## config.mk

```make
export PLATFORM = sky130hd
export DESIGN_NAME = bid_cmd_seq
export DESIGN_NICKNAME = d
export VERILOG_FILES = /design/src/rtl/bid_cmd_seq.sv
export SDC_FILE = /design/constraint.sdc
export NUM_CORES = 1
export LEC_CHECK = 0
export BUFFER_PORTS_ARGS = -buffer_cell sky130_fd_sc_hd__buf_2
export CORE_MARGIN = 5
export CORE_UTILIZATION = 32
export CTS_CLUSTER_SIZE = 8
export DETAILED_ROUTE_END_ITERATION = 10
export GPL_TIMING_DRIVEN = 1
export PLACE_DENSITY = 0.58
export SETUP_SLACK_MARGIN = 0.15
export SKIP_LAST_GASP = 1
export SLEW_MARGIN = 25
export SYNTH_ARGS = -nofsm -noshare
export SYNTH_HDL_FRONTEND = slang
export SYNTH_SLANG_ARGS = --single-unit
```

## constraint.sdc

```tcl
create_clock -name clk -period 6.4 [get_ports clk]
set_clock_uncertainty 0.1 [all_clocks]
set_input_delay 1.28 -clock clk [delete_from_list [all_inputs] [get_ports clk]]
set_output_delay 1.28 -clock clk [all_outputs]
set_load 0.005 [all_outputs]
```

## src/rtl/bid_cmd_seq.sv

```systemverilog
// bid_cmd_seq -- host command sequencer for the auction block.
//
// Host commands are queued in a DEPTH-entry FIFO and issued one at a time.
// An auction opcode (0..8) is presented on C_op/C_data for a single ISSUE
// cycle, and a_err is captured in the following cycle. A RUN opcode (4'hF)
// holds C_start high for N cycles (N = h_data[15:0], 0 treated as 1) and
// then waits for a_roundOver. Opcodes 9..14 are dropped and flagged on rej.
//
// Optional feature: define BIDSEQ_TIMEOUT_EN to abandon the round-over wait
// after 255 cycles and set the sticky timeout flag.
//
// Ports:
//   clk, reset_n           clock, synchronous active-low reset
//   h_valid/h_ready        host push handshake (h_ready = FIFO not full)
//   h_op, h_data           host opcode / operand
//   C_op, C_data, C_start  command outputs to the auction block
//   a_ready, a_err         auction block ready / error code
//   a_roundOver            auction round complete
//   busy                   sequencer active or FIFO non-empty
//   seq_err, err_cnt       last nonzero error captured / saturating count
//   rej                    one-cycle pulse when an illegal opcode is dropped
//   timeout                sticky round-over wait expiry flag
module bid_cmd_seq #(
   parameter int unsigned DEPTH = 4
) (
   input  logic        clk,
   input  logic        reset_n,
   input  logic        h_valid,
   output logic        h_ready,
   input  logic [3:0]  h_op,
   input  logic [31:0] h_data,
   output logic [3:0]  C_op,
   output logic [31:0] C_data,
   output logic        C_start,
   input  logic        a_ready,
   input  logic [1:0]  a_err,
   input  logic        a_roundOver,
   output logic        busy,
   output logic [1:0]  seq_err,
   output logic [7:0]  err_cnt,
   output logic        rej,
   output logic        timeout
);

   localparam int unsigned AW = $clog2(DEPTH);
   localparam logic [AW:0] FULL_CNT = (AW+1)'(DEPTH);

   typedef enum logic [1:0] {IDLE, ISSUE, ROUND, WAIT_OVER} state_t;

   state_t state, state_nxt;

   // FIFO storage: {op, data}
   logic [35:0]   mem [DEPTH];
   logic [AW-1:0] wr_ptr, rd_ptr;
   logic [AW:0]   count;
   logic          empty, full;
   logic          illegal, push, push_store, pop;
   logic [35:0]   head;

   logic [3:0]    cur_op;
   logic [31:0]   cur_data;
   logic [15:0]   rnd_cnt;
   logic          issue_d;
   logic          timeout_hit;

   assign empty      = (count == '0);
   assign full       = (count == FULL_CNT);
   assign h_ready    = !full;
   assign illegal    = (h_op >= 4'd9) && (h_op <= 4'd14);
   assign push       = h_valid && h_ready;
   assign push_store = push && !illegal;
   assign pop        = (state == IDLE) && !empty && a_ready;
   assign head       = mem[rd_ptr];

   // ---------------- FIFO ----------------
   always_ff @(posedge clk) begin
      if (push_store) mem[wr_ptr] <= {h_op, h_data};
   end

   always_ff @(posedge clk) begin
      if (!reset_n) begin
         wr_ptr <= '0;
         rd_ptr <= '0;
         count  <= '0;
      end else begin
         if (push_store) wr_ptr <= wr_ptr + 1'b1;
         if (pop)        rd_ptr <= rd_ptr + 1'b1;
         case ({push_store, pop})
            2'b10:   count <= count + 1'b1;
            2'b01:   count <= count - 1'b1;
            default: count <= count;
         endcase
      end
   end

   // ---------------- FSM: state register ----------------
   always_ff @(posedge clk) begin
      if (!reset_n) state <= IDLE;
      else          state <= state_nxt;
   end

`ifdef BIDSEQ_TIMEOUT_EN
   logic [7:0] wait_cnt;

   // wait_cnt is 0 in the first WAIT_OVER cycle, so 254 marks the 255th.
   assign timeout_hit = (state == WAIT_OVER) && !a_roundOver && (wait_cnt == 8'd254);

   always_ff @(posedge clk) begin
      if (!reset_n) begin
         wait_cnt <= '0;
         timeout  <= 1'b0;
      end else begin
         if (state == WAIT_OVER) wait_cnt <= wait_cnt + 1'b1;
         else                    wait_cnt <= '0;
         if (timeout_hit) timeout <= 1'b1;
      end
   end
`else
   assign timeout_hit = 1'b0;
   assign timeout     = 1'b0;
`endif

   // ---------------- FSM: next state ----------------
   always_comb begin
      state_nxt = state;
      case (state)
         IDLE: begin
            if (pop) state_nxt = (head[35:32] == 4'hF) ? ROUND : ISSUE;
         end
         ISSUE: state_nxt = IDLE;
         ROUND: begin
            if (rnd_cnt <= 16'd1) state_nxt = WAIT_OVER;
         end
         WAIT_OVER: begin
            if (a_roundOver || timeout_hit) state_nxt = IDLE;
         end
         default: state_nxt = IDLE;
      endcase
   end

   // ---------------- FSM: outputs ----------------
   always_comb begin
      C_op    = '0;
      C_data  = '0;
      C_start = 1'b0;
      busy    = !empty;
      case (state)
         ISSUE: begin
            C_op   = cur_op;
            C_data = cur_data;
            busy   = 1'b1;
         end
         ROUND: begin
            C_start = 1'b1;
            busy    = 1'b1;
         end
         WAIT_OVER: busy = 1'b1;
         default: ;
      endcase
   end

   // ---------------- datapath: popped entry, round counter, status ----------------
   always_ff @(posedge clk) begin
      if (!reset_n) begin
         cur_op   <= '0;
         cur_data <= '0;
         rnd_cnt  <= '0;
         issue_d  <= 1'b0;
         seq_err  <= '0;
         err_cnt  <= '0;
         rej      <= 1'b0;
      end else begin
         if (pop) begin
            cur_op   <= head[35:32];
            cur_data <= head[31:0];
            rnd_cnt  <= (head[15:0] == '0) ? 16'd1 : head[15:0];
         end else if (state == ROUND && rnd_cnt > 16'd1) begin
            rnd_cnt <= rnd_cnt - 1'b1;
         end
         issue_d <= (state == ISSUE);
         if (issue_d && a_err != '0) begin
            seq_err <= a_err;
            if (err_cnt != '1) err_cnt <= err_cnt + 1'b1;
         end
         rej <= push && illegal;
      end
   end

endmodule
```

# After elaboration in Yosys (flattened, before gate mapping)
# Memories as Yosys holds them, arrays and structs flattened. A register that Yosys moved wholly into a read port is not among the register bits.
# Index checks and enable logic that the tools add are counted.
# word_totals
output_inout_bits	51
ff_bits	73
romBits	0
inputBits	43
latch_bits	0
mem_bits_rw	144
word_cells	70
memories	1
# mem_list
memory	depth	word_bits	read_ports	rd_ports_with_merged_regs	wr	line_no	rtl
mem	4	36	1	1	1	53	logic [35:0] mem [DEPTH];
# op_classes
addsub	6
n_eq_ne	11
shifts	0
order_cmp	4
reduce_logical	20
mul	0
muxes	17
n_div	0
bitwise	0
# ops
operator	n
16-bit two-way mux	3
32-bit two-way mux	1
16-bit by 1-bit greater-than comparator with 1-bit output, second input constant	1
16-bit by 1-bit less-or-equal comparator with 1-bit output, second input constant	1
16-bit zero test	1
16-bit by 1-bit subtractor with 16-bit output, second input constant	1
2-bit two-way mux	6
8-bit by 1-bit adder with 8-bit output, second input constant	1
1-bit logical AND	8
8-bit != test, second input constant	1
2-bit one-hot mux with 4 select lines	1
2-bit equality test, second input constant	3
2-bit != test, second input constant	3
3-bit one-hot mux with 2 select lines	1
2-bit nonzero test	3
2-bit by 1-bit adder with 2-bit output, second input constant	2
2-bit by 1-bit equality test with 1-bit output, second input constant	2
4-bit equality test, second input constant	1
4-bit >= comparator, second input constant	1
4-bit less-or-equal comparator, second input constant	1
1-bit two-way mux	4
4-bit two-way mux	1
3-bit by 1-bit adder with 3-bit output, second input constant	1
3-bit equality test, second input constant	1
other kinds (7)	9

# Logic depth before layout (Yosys ltp)
# logic_depth
ltp_word	6
ltp_mapped	11
depth_no_buf	10

# Worst setup path before layout
# Ideal clock, no wire load.
# synth_path
path_type	input-to-reg
start	input h_op[2]
end	memory mem[0][0], enable pin
arrival_ns	3.017
setup_time_ns	0.397
path_stages	5
slack_ns	2.886
path_buffers	1
required_ns	5.903
path_cell_list	or3_1 nand3_1 and3_1 clkbuf_1 and2_1
# synth_between
elab_chain_len	6
# synth_rtl
item	line_no	rtl
from (decl)	30	input logic [3:0] h_op,
4-bit >= comparator or 4-bit less-or-equal comparator (tied branches)	69	assign illegal = (h_op >= 4'd9) && (h_op <= 4'd14);
1-bit logical AND *	69	
1-bit zero test *	71	assign push_store = push && !illegal;
1-bit logical AND *	71	
1-bit two-way mux *	77	if (push_store) mem[wr_ptr] <= {h_op, h_data};
1-bit two-way mux (not written as such) *	77	
to (decl)	53	
# Every way passes the cells marked *; elsewhere a longest branch is shown, timed or not.

# Final worst setup path
# layout_path
start	register state[0]
end	output C_data[17]
# layout_between
elab_chain_len	2
# layout_rtl
item	line_no	rtl
from (decl)	50	state_t state, state_nxt;
from (signal assigned)	99	else state <= state_nxt;
2-bit by 1-bit equality test with 1-bit output	147	case (state)
32-bit two-way mux	147	
to (decl)	33	output logic [31:0] C_data,
# No other way between the ends.

==> key figures <==
Critical path
  • WS Path Type: reg2out
  • Startpoint types: flip-flop
  • Crit-path cells: nor2b_2 > buf_4 > and2_1 > buf_2
  • Crit path largest cell delay: about 0.6 ns
  • Critical path origin: state[0]$_SDFFE_PN0P_
  • CP Data Arrival Time: 2.17 ns
  • Critical path capture point type: primary output
  • Worst Path Max Fanout: 20
  • CP max stage cell: nor2b_2
  • Critical path data required time: 5.02 ns

Placed design
  • I/O Buffers: a little over 90
  • Post-DP Area: between 9000 and 10000 sq um
  • Dpl hpwl: approximately 12000 microns
  • GPL Wtd Cong: about 0.8

Drt
  • DRT iter0 DRCs: approximately 240
  • Vias: around 5000
  • Vias per cell: 4.75
  • Antenna viol nets, final: 0
  • DRT Pass-1 Iters: 4
  • Post-Route WL: 18700 microns
  • Wire length per cell: 17.4 microns
  • # DRC: 0

Clock tree
  • Clock buffer count from CTS: 31
  • Hold-fix buffers at CTS: 0
  • CTS H-tree depth: 1
  • Post-CTS resize count: 0
  • Num Clock Sinks: roughly 220
  • Clk slew on worst S/H paths: approximately 0.05 ns
  • Post-CTS Setup Inserts: 0
  • Clk root buf: clkbuf_16
  • CTS tree: done
  • Clock latency on the worst-skew pair: ~0.55 ns
  • Clock Path Buffers: 3

Min path
  • Worst hold path type: reg2reg
  • Hold_sp: cur_data[26]$_SDFFE_PN0P_

Finish
  • Final nets: around 770
  • # fillers: between 2000 and 3000
  • Fraction of layout cells with a size suffix above 1: a little under a quarter
  • Design area: 10400 sq um
  • Area Growth Syn to Fin: 19.2%
  • Diode count: 0

Synthesis
  • Top cell type's share of synthesized area: between 40% and 50%
  • Synth warn: 0
  • Synth async-reset ratio: 0%
  • Synth top cells by count: 144 x edfxtp_1, 81 x nand2_1, 75 x dfxtp_1
  • Syn Nets: approximately 670
  • Syn Area/Cell: 14.1 sq um
  • Post-synth EDFFs: 144
  • Post-synth top flop: edfxtp_1
  • Library cells used by synthesis: between 40 and 50
  • Synth area leaders: edfxtp_1 50%, dfxtp_1 17%, mux4_2 7.0%, nand2_1 3.5%, and2_1 2.9%
  • Cells after Synth: 620
  • Synthesized flop and latch total: 219
  • Top-count cell post-synth: edfxtp_1
  • Syn Std Cell Area: just under 9000 sq um
  • Largest area contributor in the netlist: edfxtp_1
  • Register area share after synthesis: between 60 and 70%

STA
  • Setup violators final: 0
  • Fin. Hold Viols: 0
  • Fmax: 281 MHz
  • Slew Viols, Final: 0
  • Final period util: 55.5%
  • Actual slew at the worst max-slew pin: 1.03 ns
  • Setup TNS Final: 0 ns
  • Tmin final: between 3 and 4 ns
  • Relative slew margins: between 30% and 40%
  • RSZ-0062 raised after global routing: no

Job
  • Number of max-cap violations: 0

Power
  • Pwr/cell area: between 300 and 400 nW/um^2
  • Seq pwr share: between 40% and 50%
  • Combinational Power Share: 20.2%
  • Switch Pwr: roughly 1200 uW
  • VDD IR max: between 0.15 and 0.2 mV
  • Leakage: about 0.0036 uW
  • Internal Power: 2950 uW
  • Sw Ratio: 29.0%
  • Clock power frac: between 30% and 40%

Floorplan
  • Core area: about 27000 sq um
  • Initial Util: 32.4%
  • Die Ht: about 180 microns
  • I/O pins: 94
  • Full die area: roughly 31000 sq um
  • Cell Rows: 60
  • Die Width: 175 microns

Global routing
  • Vias in the first global route: a little over 5000
  • Antenna violations before repair: 1
  • Largest net degree at the start of global routing: 64
  • Overall Global Routing Usage: ~12%
  • GR Overflow Total: 0
  • First-pass GRT wire length: roughly 29000 microns

Status
  • Outcome: completed
## power by group through the flow
stage	registers, uW	clock network [uW]	logic, uW
finish	1800	1510	838
floorplan	1800	0	641
global route	1820	1630	944
global placement	1820	0	842
detailed placement	1820	0	847
CTS	1800	1550	853
## metal layers
| layer | share of wire (%) | vias to the layer above | global-route usage (%) |
|---|---|---|---|
| li1 | - | 2500 | - |
| met1 | 46 | 2498 | 16.0 |
| met2 | 47 | 110 | 20.3 |
| met3 | 4.5 | 25 | 2.49 |
| met4 | 2.0 | 2 | 3.44 |
| met5 | 0.069 | - | 0 |
## metrics by stage
stage | power (uW) | util [%] | worst slack, ns | std cells | hold WS (ns)
floorplan | 2440 | - | 2.89 | 620 | 0.332
global placement | 2660 | 35.3 | 2.84 | 1024 | 0.341
global route | 4390 | 38.7 | 2.60 | 1080 | 0.375
finish | 4150 | 38.7 | 2.85 | 1080 | 0.348
detailed placement | 2670 | 35.3 | 2.78 | 1024 | 0.345
CTS | 4200 | 38.7 | 2.73 | 1080 | 0.353
## state kept, by name, summed over array words and instances (netlist names), named ones only
name      flops
rnd_cnt      16
wr_ptr        2
issue_d       1
state         2
cur_op        4
count         3
cur_data     32
seq_err       2
mem         144
rej           1
err_cnt       8
rd_ptr        2
## cells in the final DEF, fill, tap and decap left out, types with 6 or more instances in the layout
cell type | Yosys | routed
nand4_1 | 10 | 10
clkbuf_1 | 24 | 23
xor2_1 | 18 | 18
ha_1 | 8 | 8
nand3_1 | 6 | 6
and2_1 | 41 | 37
nor3_1 | 7 | 7
mux4_1 | 9 | 9
nand2_1 | 81 | 81
clkbuf_16 | 0 | 31
edfxtp_1 | 144 | 144
mux4_2 | 27 | 27
nor4_1 | 7 | 7
dfxtp_1 | 75 | 73
nor2_1 | 28 | 28
o21ai_0 | 14 | 14
buf_2 | 4 | 92
inv_1 | 8 | 8
buf_4 | 3 | 6
a21oi_1 | 51 | 51
## area by class of cell
cell class	count	area [sq um]	share of cell area (%)
flip-flops and latches	219	5830	56.1
clock buffers	54	862	8.29
clock inverters	2	50.0	0.481
inverters	11	41.3	0.397
well taps	341	427	4.10
repair buffers	98	505	4.86
multi-input cells	355	2680	25.8
## final timing paths
check                              endpoint  slack [ns]  cells after the start
setup / recovery                 C_data[17]        2.85                      4
hold / removal    cur_data[26]$_SDFFE_PN0P_        0.35                      2
setup reg to reg    rnd_cnt[0]$_SDFFE_PN0P_        3.72                      6
hold reg to reg   cur_data[26]$_SDFFE_PN0P_        0.35                      2
## kinds of logic (layout without fill, tap and decap cells)
logic type	Yosys count	count (layout)	share of synthesized area [%]
DFF	219	219	66.8
and+or+nand+nor	201	201	11.4
AOI/OAI and AO/OA	83	83	5.60
buffers and inverters	46	165	2.53
muxes	39	39	10.0
xor gates and xnor gates	22	22	2.21
adders and majority gates	9	9	1.38
other	1	1	0.0430
## critical path, delay by kind of cell, from the launching register on
kind	cells	cell delay, ns
flip-flops	1	0.43
AND/OR/NAND/NOR	2	0.74
buffers and inverters	2	0.45
(Power assumes the default switching activity.)
